--- config.mk ---
export PLATFORM = sky130hd
export DESIGN_NAME = mc_fetch_mem_unit_flat
export DESIGN_NICKNAME = d
export VERILOG_FILES = /design/src/rtl/mc_fetch_mem_unit_pkg.sv /design/src/rtl/mc_fetch_mem_unit_if.sv /design/src/rtl/mc_fetch_mem_unit_mem_handshake.sv /design/src/rtl/mc_fetch_mem_unit.sv /design/src/flat_wrapper.sv
export SDC_FILE = /design/constraint.sdc
export NUM_CORES = 1
export LEC_CHECK = 0
export CAP_MARGIN = 40
export CORE_MARGIN = 2
export CORE_UTILIZATION = 51
export DETAILED_ROUTE_END_ITERATION = 12
export PLACE_DENSITY = 0.87
export SETUP_SLACK_MARGIN = 0.05
export SLEW_MARGIN = 20
export SYNTH_ARGS = -nofsm -noshare
export SYNTH_HDL_FRONTEND = slang
export SYNTH_HIERARCHICAL = 1
export SYNTH_SLANG_ARGS = --single-unit
--- constraint.sdc ---
create_clock -name clk -period 4.2 [get_ports clk]
set_clock_uncertainty 0.15 [all_clocks]
set_input_delay 0.63 -clock clk [delete_from_list [all_inputs] [get_ports clk]]
set_output_delay 0.63 -clock clk [all_outputs]
set_load 0.1 [all_outputs]
--- src/rtl/mc_fetch_mem_unit_pkg.sv ---
// mc_fetch_mem_unit_pkg: shared encodings, field positions and next-PC selection for the fetch/memory unit
package mc_fetch_mem_unit_pkg;
  typedef enum logic [1:0] {PCSRC_ALU = 2'd0, PCSRC_ALUOUT = 2'd1, PCSRC_JUMP = 2'd2} pcsrc_e;
  typedef enum logic {S_IDLE = 1'b0, S_WAIT = 1'b1} state_e;
  localparam logic [31:0] RESET_PC_DEF = 32'h0000_0000;
  localparam int OP_MSB = 31;
  localparam int OP_LSB = 26;
  localparam int FUNCT_MSB = 5;
  localparam int FUNCT_LSB = 0;
  function automatic logic [31:0] sel_next_pc(logic [1:0] src, logic [31:0] alu_result, logic [31:0] alu_out,
                                              logic [3:0] pc_hi, logic [25:0] target);
    return src == PCSRC_ALUOUT ? alu_out : src == PCSRC_JUMP ? {pc_hi, target, 2'b00} : alu_result;
  endfunction
endpackage

--- src/rtl/mc_fetch_mem_unit_if.sv ---
// mc_fetch_mem_unit_if: request/ready bus between the fetch unit and the unified memory
interface mc_fetch_mem_unit_if;
  logic        mem_req;
  logic        mem_we;
  logic [31:0] mem_addr;
  logic [31:0] mem_wdata;
  logic [31:0] mem_rdata;
  logic        mem_ready;
  modport master (output mem_req, mem_we, mem_addr, mem_wdata, input mem_rdata, mem_ready);
  modport slave (input mem_req, mem_we, mem_addr, mem_wdata, output mem_rdata, mem_ready);
endinterface

--- src/rtl/mc_fetch_mem_unit_mem_handshake.sv ---
// mc_fetch_mem_unit_mem_handshake: IDLE/WAIT request FSM with request latches and a sticky watchdog
module mc_fetch_mem_unit_mem_handshake
  import mc_fetch_mem_unit_pkg::*;
#(
  parameter int MAX_WAIT = 16,
  parameter int WAIT_W   = 8
) (
  input  logic        clk,
  input  logic        rstn,
  input  logic        access,
  input  logic        we,
  input  logic        fetch,
  input  logic [31:0] addr,
  input  logic [31:0] wdata,
  mc_fetch_mem_unit_if.master bus,
  output logic        stall,
  output logic        done,
  output logic        cur_fetch,
  output logic        bus_err
);
  state_e state_q, state_d;
  logic [31:0] addr_q, wdata_q;
  logic we_q, fetch_q, err_q, idle;
  logic [WAIT_W-1:0] cnt_q, cnt_d;
  always_ff @(posedge clk or negedge rstn)
    if (!rstn) state_q <= S_IDLE;
    else state_q <= state_d;
  always_comb
    state_d = state_q == S_IDLE ? ((access && !bus.mem_ready) ? S_WAIT : S_IDLE)
                                : (bus.mem_ready ? S_IDLE : S_WAIT);
  // Request is gated by rstn so it drops the instant reset asserts, even mid-WAIT
  always_comb begin
    idle          = state_q == S_IDLE;
    bus.mem_req   = rstn & (idle ? access : 1'b1);
    bus.mem_we    = rstn & (idle ? access & we : we_q);
    bus.mem_addr  = idle ? addr : addr_q;
    bus.mem_wdata = idle ? wdata : wdata_q;
    cur_fetch     = idle ? fetch : fetch_q;
    done          = bus.mem_req & bus.mem_ready;
    stall         = bus.mem_req & ~bus.mem_ready;
  end
  always_comb
    cnt_d = !stall ? '0 : cnt_q == WAIT_W'(MAX_WAIT) ? cnt_q : cnt_q + 1'b1;
  always_ff @(posedge clk or negedge rstn)
    if (!rstn) begin
      addr_q  <= '0;
      wdata_q <= '0;
      we_q    <= 1'b0;
      fetch_q <= 1'b0;
      cnt_q   <= '0;
      err_q   <= 1'b0;
    end else begin
      if (idle && stall) begin
        addr_q  <= addr;
        wdata_q <= wdata;
        we_q    <= we;
        fetch_q <= fetch;
      end
      cnt_q <= cnt_d;
      err_q <= err_q | (cnt_d == WAIT_W'(MAX_WAIT));
    end
  assign bus_err = err_q;
endmodule

--- src/rtl/mc_fetch_mem_unit.sv ---
// mc_fetch_mem_unit: PC/IR/MDR/ALUOut registers and address muxing in front of a stalling memory handshake
module mc_fetch_mem_unit
  import mc_fetch_mem_unit_pkg::*;
#(
  parameter logic [31:0] RESET_PC = RESET_PC_DEF,
  parameter int          MAX_WAIT = 16,
  parameter int          WAIT_W   = 8
) (
  input  logic        clk,
  input  logic        rstn,
  input  logic        PCWrite,
  input  logic        IRWrite,
  input  logic        IorD,
  input  logic        MemWrite,
  input  logic [1:0]  PCSource,
  input  logic [31:0] alu_result,
  input  logic [31:0] store_data,
  mc_fetch_mem_unit_if.master bus,
  output logic [31:0] pc,
  output logic [31:0] ir,
  output logic [31:0] mdr,
  output logic [31:0] alu_out,
  output logic [5:0]  Op,
  output logic [5:0]  Funct,
  output logic        stall,
  output logic        bus_err
);
  logic [31:0] pc_q, pc_d, ir_q, ir_d, mdr_q, mdr_d, alu_out_q, alu_out_d;
  logic done, cur_fetch;
  mc_fetch_mem_unit_mem_handshake #(.MAX_WAIT(MAX_WAIT), .WAIT_W(WAIT_W)) u_hs (
    .clk(clk), .rstn(rstn),
    .access(IRWrite | IorD), .we(IorD & MemWrite), .fetch(IRWrite & ~IorD),
    .addr(IorD ? alu_out_q : pc_q), .wdata(store_data),
    .bus(bus), .stall(stall), .done(done), .cur_fetch(cur_fetch), .bus_err(bus_err)
  );
  // The fetch completion edge is also the PC-increment edge since stall drops in that cycle
  always_comb begin
    pc_d      = (!stall && PCWrite) ? sel_next_pc(PCSource, alu_result, alu_out_q, pc_q[31:28], ir_q[25:0]) : pc_q;
    ir_d      = (done && cur_fetch) ? bus.mem_rdata : ir_q;
    mdr_d     = (done && !cur_fetch && !bus.mem_we) ? bus.mem_rdata : mdr_q;
    alu_out_d = stall ? alu_out_q : alu_result;
  end
  always_ff @(posedge clk or negedge rstn)
    if (!rstn) begin
      pc_q      <= RESET_PC;
      ir_q      <= '0;
      mdr_q     <= '0;
      alu_out_q <= '0;
    end else begin
      pc_q      <= pc_d;
      ir_q      <= ir_d;
      mdr_q     <= mdr_d;
      alu_out_q <= alu_out_d;
    end
  assign pc      = pc_q;
  assign ir      = ir_q;
  assign mdr     = mdr_q;
  assign alu_out = alu_out_q;
  assign Op      = ir_q[OP_MSB:OP_LSB];
  assign Funct   = ir_q[FUNCT_MSB:FUNCT_LSB];
endmodule

--- src/flat_wrapper.sv ---
// flat-port wrapper written by rule: the top's interface ports become plain ports
module mc_fetch_mem_unit_flat import mc_fetch_mem_unit_pkg::*;
#(
  parameter logic [31:0] RESET_PC = RESET_PC_DEF,
  parameter int          MAX_WAIT = 16,
  parameter int          WAIT_W   = 8
)
  (clk, rstn, PCWrite, IRWrite, IorD, MemWrite, PCSource, alu_result, store_data, pc, ir, mdr, alu_out, Op, Funct, stall, bus_err, bus_mem_req, bus_mem_we, bus_mem_addr, bus_mem_wdata, bus_mem_rdata, bus_mem_ready);
  mc_fetch_mem_unit_if bus_i ();
  input  logic clk;
  input  logic rstn;
  input  logic PCWrite;
  input  logic IRWrite;
  input  logic IorD;
  input  logic MemWrite;
  input  logic [1:0] PCSource;
  input  logic [31:0] alu_result;
  input  logic [31:0] store_data;
  output logic [31:0] pc;
  output logic [31:0] ir;
  output logic [31:0] mdr;
  output logic [31:0] alu_out;
  output logic [5:0] Op;
  output logic [5:0] Funct;
  output logic stall;
  output logic bus_err;
  output wire logic [$bits(bus_i.mem_req)-1:0] bus_mem_req;
  output wire logic [$bits(bus_i.mem_we)-1:0] bus_mem_we;
  output wire logic [$bits(bus_i.mem_addr)-1:0] bus_mem_addr;
  output wire logic [$bits(bus_i.mem_wdata)-1:0] bus_mem_wdata;
  input wire logic [$bits(bus_i.mem_rdata)-1:0] bus_mem_rdata;
  input wire logic [$bits(bus_i.mem_ready)-1:0] bus_mem_ready;
  assign bus_mem_req = bus_i.mem_req;
  assign bus_mem_we = bus_i.mem_we;
  assign bus_mem_addr = bus_i.mem_addr;
  assign bus_mem_wdata = bus_i.mem_wdata;
  assign bus_i.mem_rdata = bus_mem_rdata;
  assign bus_i.mem_ready = bus_mem_ready;
  mc_fetch_mem_unit #(.RESET_PC(RESET_PC), .MAX_WAIT(MAX_WAIT), .WAIT_W(WAIT_W)) u_core (.clk(clk), .rstn(rstn), .PCWrite(PCWrite), .IRWrite(IRWrite), .IorD(IorD), .MemWrite(MemWrite), .PCSource(PCSource), .alu_result(alu_result), .store_data(store_data), .bus(bus_i), .pc(pc), .ir(ir), .mdr(mdr), .alu_out(alu_out), .Op(Op), .Funct(Funct), .stall(stall), .bus_err(bus_err));
endmodule
==> summary.md <==
| Metric | Value |
|---|---|
| Pin count of the biggest net entering global routing | `58` |
| Slowest cell on the critical path | `dfrtp_4` |
| Hold Fails Final Rpt | `0` |
| Starting utilization of the core area | `0.522` |
| Horizontal die dimension | `143 um` |
| Post-synth cell types | `50` |
| Tmin final | `3.48 ns` |
| Critical path capture point type | `output pin` |
| Worst EP arrival | `2.70 ns` |
| Number of iterations in the first detailed-routing pass | `5` |
| Share of the yosys chip area belonging to registers | `0.519` |
| Clock tree from TritonCTS | `done` |
| Full die area | `20400 um2` |
| DRC marker count from the first detailed-route iteration | `517` |
| Area of the mapped netlist | `9840 um2` |
| Min setup slack post-route | `0.720 ns` |
| Worst slew margin relative to its limit | `0.552` |
| First-pass GRT wire length | `55.7 mm` |
| Clock input transition at the sequential cells of the worst setup and hold paths | `0.06 ns` |
| Leak | `0.00693 uW` |
| Clock latency reported for the late side of the worst-skew pair | `0.50 ns` |
| Htree depth | `1` |
| Max-cap violations | `0` |
| Number of placement rows | `50` |
| Transition at the pin with the smallest max-transition slack | `0.670 ns` |
| Area of the core | `18800 um2` |
| Count of final setup violators | `0` |
| Number of port buffers | `312` |
| Post-placement cell area | `15600 um2` |
| Post-route cell area | `16400 um2` |
| Status | `finished clean` |
| Post-CTS setup repair buffer count | `0` |
| Antenna violations before repair | `1` |
| Fin. max-slew vios | `0` |
| DRC | `0` |
| Kind of start point of the critical path | `flop` |
| Worst Setup Slack post-DPL | `0.745 ns` |
| Clock sinks | `204` |
| Total vias in the final route | `8332` |
| Highest clock rate | `287 MHz` |
| WHS Path Cells | `2` |
| Worst VDD drop | `0.660 mV` |
| Hold Crit Class | `reg -> reg` |
| CP required | `3.42 ns` |
| FF+latch count, synth | `204` |
| Nets | `1267` |
| RSZ-0062 raised after global routing | `false` |
| Mean instance size in the synthesized netlist | `13.5 um2` |
| Area added between synthesis and finish | `66.9%` |
| Number of cells produced by synthesis | `727` |
| Worst Path Class, Setup | `reg -> out` |
| R2R depth | `7` |
| Number of global-route vias before repair | `9402` |
| Top_reg_cell synth | `dfrtp_1` |
| Async SR Flop Fraction | `1.00` |
| DRT Wirelength | `36.8 mm` |
| Number of nets produced by synthesis | `834` |
| Biggest cell delay along the critical path | `0.78 ns` |
| Most prevalent standard cell on the critical path | `buf_12` |
| Number of synthesis warnings | `6` |
| Power per Cell Area | `699 nW/um2` |
| Height of the die | `143 um` |
| CP Cell Sequence | `buf_12 -> o21ba_2 -> nand2_2 -> inv_2 -> buf_12` |
| Cell-internal power | `5980 uW` |
| CTS buffer count | `22` |
| Clock root buffer master | `clkbuf_16` |
| Share of total power consumed by net switching | `0.479` |
| Global router's overall resource usage | `0.363` |
| Sequential cell fraction of total power | `0.244` |
| Critical path fanouts, max | `35` |
| Fin crit share | `0.829` |
| Top-level I/O count | `313` |
| DP HPWL | `25.5 mm` |
| Power share of the combinational group | `0.576` |
| Share of post-route cells with drive strength above 1 | `0.469` |
| Via density | `5.80` |
| Routed WL per cell | `25.6 um` |
| Setup_tns | `0 ns` |
| Maximum clock insertion buffer count | `3` |
| Final weighted congestion in routability-driven placement | `0.784` |
| Net switching power | `5500 uW` |
| Count of flip-flops with a built-in enable after synthesis | `0` |
| Proportion of power drawn by the clock network | `0.181` |
| Antenna-violating nets left | `0` |
| GRT overflow | `0` |
## layer usage
| metal | vias to the layer above | wire length [um] | GRT usage |
|---|---|---|---|
| met5 | - | 0 | 0 |
| met1 | 4202 | 12500 | 0.386 |
| met2 | 480 | 19600 | 0.664 |
| met3 | 139 | 2400 | 0.0701 |
| li1 | 3511 | - | - |
| met4 | 0 | 2350 | 0.218 |
## flip-flops by register name, indices dropped and copies added (netlist names)
name	cells
u_core/alu_out	32
u_core/ir	32
u_core/mdr	32
u_core/pc	32
u_core/u_hs/addr_q	32
u_core/u_hs/wdata_q	32
u_core/u_hs/cnt_q	8
u_core/u_hs/bus_err	1
u_core/u_hs/fetch_q	1
u_core/u_hs/state_q	1
u_core/u_hs/we_q	1
## cells in the mapped netlist (2+ instances only)
cell         n  area, um2
nand2b_1     8       50.1
xnor2_1      3       26.3
and2b_1      2       15.0
dfrtp_1    204       5100
buf_2       23        115
mux2i_1      5       50.1
o221ai_1     5       43.8
nand2_1      8       30.0
inv_1        6       22.5
buf_4       23        173
a221oi_1    21        184
o211ai_1     2       15.0
mux2_2     259       2920
xor2_1       3       26.3
and2_1       2       12.5
o22ai_1      4       25.0
buf_6       11        124
clkbuf_1     5       18.8
a2111oi_4    2       55.1
a21oi_1      2       10.0
a2111oi_2    3       45.0
nand3_1     28        140
nor2_1      33        124
a31oi_1      2       12.5
a2bb2oi_1    5       43.8
nand2_2      2       12.5
o21ai_1     21        105
ha_1         2       25.0
nor2b_1      6       37.5
a211oi_2     4       50.1
o21a_1       3       22.5
o21ai_0      2       10.0
## repair_timing
item                                    CTS  global route
gates resized for setup                   0             0
hold buffers                              1             0
endpoints found under the hold margin    52             0
endpoints found under the setup margin    0             0
## per-stage QoR
stage          hold WS (ns)   util  cells  total power, uW
2_1_floorplan         0.184      -    727             6750
3_3_place_gp          0.310  0.684   1250             7840
3_5_place_dp          0.321  0.831   1395             9360
4_1_cts               0.343  0.872   1435            11500
5_1_grt               0.367  0.872   1436            11700
6_report              0.338  0.872   1436            11500
## power by group through the flow
stage	registers [uW]	logic, uW	clock network [uW]
detailed placement	2790	6570	0
global route	2830	6730	2180
CTS	2780	6610	2100
floorplan	4640	2110	0
finish	2800	6600	2070
global placement	2740	5100	0
## cell families after synthesis
family / synth area share
adders and majority gates: 0.00254
DFF: 0.519
muxes: 0.302
and+or+nand+nor: 0.0558
buffers and inverters: 0.0460
xor gates and xnor gates: 0.00700
AOI/OAI and AO/OA: 0.0680
## placed cells by master, fill, tap and decap left out, types with 3 or more instances in the layout
| master | synthesis | final |
|---|---|---|
| a221oi_1 | 21 | 21 |
| clkbuf_16 | 0 | 23 |
| o22ai_1 | 4 | 4 |
| mux2_2 | 259 | 259 |
| clkbuf_1 | 5 | 4 |
| buf_8 | 0 | 97 |
| nand2_1 | 8 | 7 |
| buf_12 | 0 | 7 |
| a2bb2oi_1 | 5 | 5 |
| inv_1 | 6 | 5 |
| clkinv_2 | 0 | 3 |
| xnor2_1 | 3 | 3 |
| nor2b_1 | 6 | 4 |
| dfrtp_1 | 204 | 203 |
| a2111oi_2 | 3 | 3 |
| nand3_1 | 28 | 28 |
| xor2_1 | 3 | 3 |
| bufinv_16 | 0 | 3 |
| buf_16 | 0 | 46 |
| o221ai_1 | 5 | 5 |
| nor2_1 | 33 | 32 |
| mux2i_1 | 5 | 5 |
| o21ai_1 | 21 | 21 |
| nand2_2 | 2 | 3 |
| o21a_1 | 3 | 3 |
| a211oi_2 | 4 | 4 |
| nand2b_1 | 8 | 8 |
| clkbuf_8 | 0 | 5 |
| buf_4 | 23 | 75 |
| clkdlybuf4s50_1 | 0 | 243 |
## final timing paths
path                                           end  slack [ns]                start
hold reg to reg                u_core/u_hs/bus_err        0.34  u_core/u_hs/bus_err
setup / recovery                             stall        0.72  u_core/u_hs/state_q
hold / removal                 u_core/u_hs/bus_err        0.34  u_core/u_hs/bus_err
min in group asynchronous  u_core/u_hs/wdata_q[30]        0.53                 rstn
max in group asynchronous      u_core/u_hs/state_q        2.22                 rstn
setup reg to reg                     u_core/pc[29]        0.95  u_core/u_hs/state_q
## critical path: cells and delay by family, from the launching register on
family | cells | cell delay, ns
buffers and inverters | 3 | 1.01
AND/OR/NAND/NOR | 1 | 0.15
flip-flops | 1 | 0.78
AO/OA/AOI/OAI | 1 | 0.24
## final cells by class
type                    instances  area [um2]
well taps                     260         325
diodes                          1        2.50
clock buffers                  31         646
inverters                       6        22.5
clock inverters                 8         120
multi-input cells             455        4310
fillers                       778        2410
flip-flops and latches        204        5110
repair buffers                471        5890
(Power assumes the default switching activity.)
==> patch (same flow settings) <==
`WAIT_W` is set to 8 in 3 places; all go to 6.
--- a/src/rtl/mc_fetch_mem_unit_mem_handshake.sv
+++ b/src/rtl/mc_fetch_mem_unit_mem_handshake.sv
@@ -4,5 +4,5 @@
 #(
   parameter int MAX_WAIT = 16,
-  parameter int WAIT_W   = 8
+  parameter int WAIT_W   = 6
 ) (
   input  logic        clk,
--- a/src/rtl/mc_fetch_mem_unit.sv
+++ b/src/rtl/mc_fetch_mem_unit.sv
@@ -5,5 +5,5 @@
   parameter logic [31:0] RESET_PC = RESET_PC_DEF,
   parameter int          MAX_WAIT = 16,
-  parameter int          WAIT_W   = 8
+  parameter int          WAIT_W   = 6
 ) (
   input  logic        clk,
--- a/src/flat_wrapper.sv
+++ b/src/flat_wrapper.sv
@@ -4,5 +4,5 @@
   parameter logic [31:0] RESET_PC = RESET_PC_DEF,
   parameter int          MAX_WAIT = 16,
-  parameter int          WAIT_W   = 8
+  parameter int          WAIT_W   = 6
 )
   (clk, rstn, PCWrite, IRWrite, IorD, MemWrite, PCSource, alu_result, store_data, pc, ir, mdr, alu_out, Op, Funct, stall, bus_err, bus_mem_req, bus_mem_we, bus_mem_addr, bus_mem_wdata, bus_mem_rdata, bus_mem_ready);
Function: same outputs for any inputs over 4 cycles, from zero or initial values and one cycle with rstn low; that may be too few to reach the edited logic, so the function may still have changed.
==> patch against the unedited design <==
- routed wire length down 4.8%
- area after synthesis up 0.53%
- cell count down 0.91%
- via count down 3.5%
- critical path depth up 1
- first-iteration DRC count up 0.39%
- power down 3.1%
- worst setup slack better by 100 ps
- final area down 2.0%
- clock power down 13%
- count of clock-buffer cells in the layout up 2
- sequential cell count down 2
- non-clock buffer count unchanged
- largest cell class unchanged
==> patch: results (changes against the unedited design) <==
synthTopCellsByCount: "219 x mux2_2, 202 x dfrtp_1, 40 x mux2_4"
grtUsageMet2_pct: 60.6  # -5.8 points
io_buffers: 312  # unchanged
rr_endpoint: "u_core/pc[30]"
grt_pass1_wl_microns: 53200  # -4.6%
critical_path_arrival_ps: 2600  # -100 ps
worst-path-max-fanout: 44  # +26%
p_per_area_nw_per_um2: 691  # -1.1%
drt_iter0_markers: 519  # +0.39%
critPathMaxStageDelay_ps: 540  # -240 ps
min_path_cells: 1  # -1
fin_nets: 1253  # -1.1%
ir_drop_v: 0.000675  # +2.3%
syn-num-nets: 821  # -1.6%
crit_path_top_delay_cell: "dlygate4sd3_1"
reg2reg_slack_ps: 1200  # +250 ps
layout-drive-gt1-share_pct: 46.2  # -0.69 points
grt_max_degree: 60  # +3.4%
setup_ws_ps: 821  # +100 ps
dp_hpwl_microns: 24700  # -3.1%
place.gp.congestion: 0.806  # +2.8%
whs_ps: 334  # -4.06 ps
outcome: "completed"
switching_share_pct: 48.7  # +0.76 points
startpoint: "rstn"
ys_types: 46  # -8.0%
synth_area_leaders: "dfrtp_1 51%, mux2_2 25%, mux2_4 6.1%"
slew_headroom_pct: 45.6  # -9.6 points
yosysSeqAreaShare_pct: 51.1  # -0.78 points
grt_use_met1_pct: 38.8  # +0.25 points
synth-compound-area-share_pct: 6.19  # -0.62 points
pre_cts_ws_ps: 764  # +19.5 ps
grt_pass1_vias: 8989  # -4.4%
path_clk_slew_ps: 50
wl_per_cell_microns: 24.6  # -4.0%
synthAdderAreaFrac_pct: 0.253  # -0.0014 points
synth_xor_area_share_pct: 0.696  # -0.0037 points
grt_use_met3_pct: 8.12  # +1.1 points
dpl-instance-area_sq_um: 15400  # -1.4%
muxShareOfSynthArea_pct: 31.3  # +1.2 points
yosys_warnings: 6  # unchanged
ff2ff_path_depth: 6  # -1
antenna_found_initial: 3  # +2
h-tree-depth: 1  # unchanged
n_fill_cell: 849  # +9.1%
dr.pass1.iters: 4  # -1
vias: 8037  # -3.5%
grt_use_total_pct: 34.1  # -2.2 points
p_leak_nw: 6.90  # -0.52%
patch: power groups by stage:
stage                     sequential, mW  clock, mW  combinational (mW)
after floorplan                     4.63          0                2.18
after global placement              2.72          0                5.16
after detailed placement            2.77          0                6.51
after CTS                           2.76       1.82                6.56
after global routing                2.81       1.90                6.67
final                               2.77       1.81                6.54
patch: cell type report:
type	instances	area share, %
multi-input combinational	445	26.9
antenna	3	0.0466
inverter	4	0.0933
sequential	202	31.4
clock inverter	5	0.225
tap	260	2.02
timing repair buffer	471	35.4
clock buffer	33	3.86
patch: through the flow:
step	total power [mW]	std cells
after floorplan	6.80	714
after global placement	7.89	1239
after detailed placement	9.28	1381
after CTS	11.1	1420
after global routing	11.4	1422
final	11.1	1423
patch: layer usage:
metal  share of wire, %  routed length, microns
met1                 35                   12300
met2                 52                   18200
met3                7.8                    2720
met4                4.9                    1720
met5                  0                       0
patch: critical path: cells and delay by family:
kind            cells  cell delay (ps)
simple gates        1              380
compound gates      1              120
buf+inv             4             1440
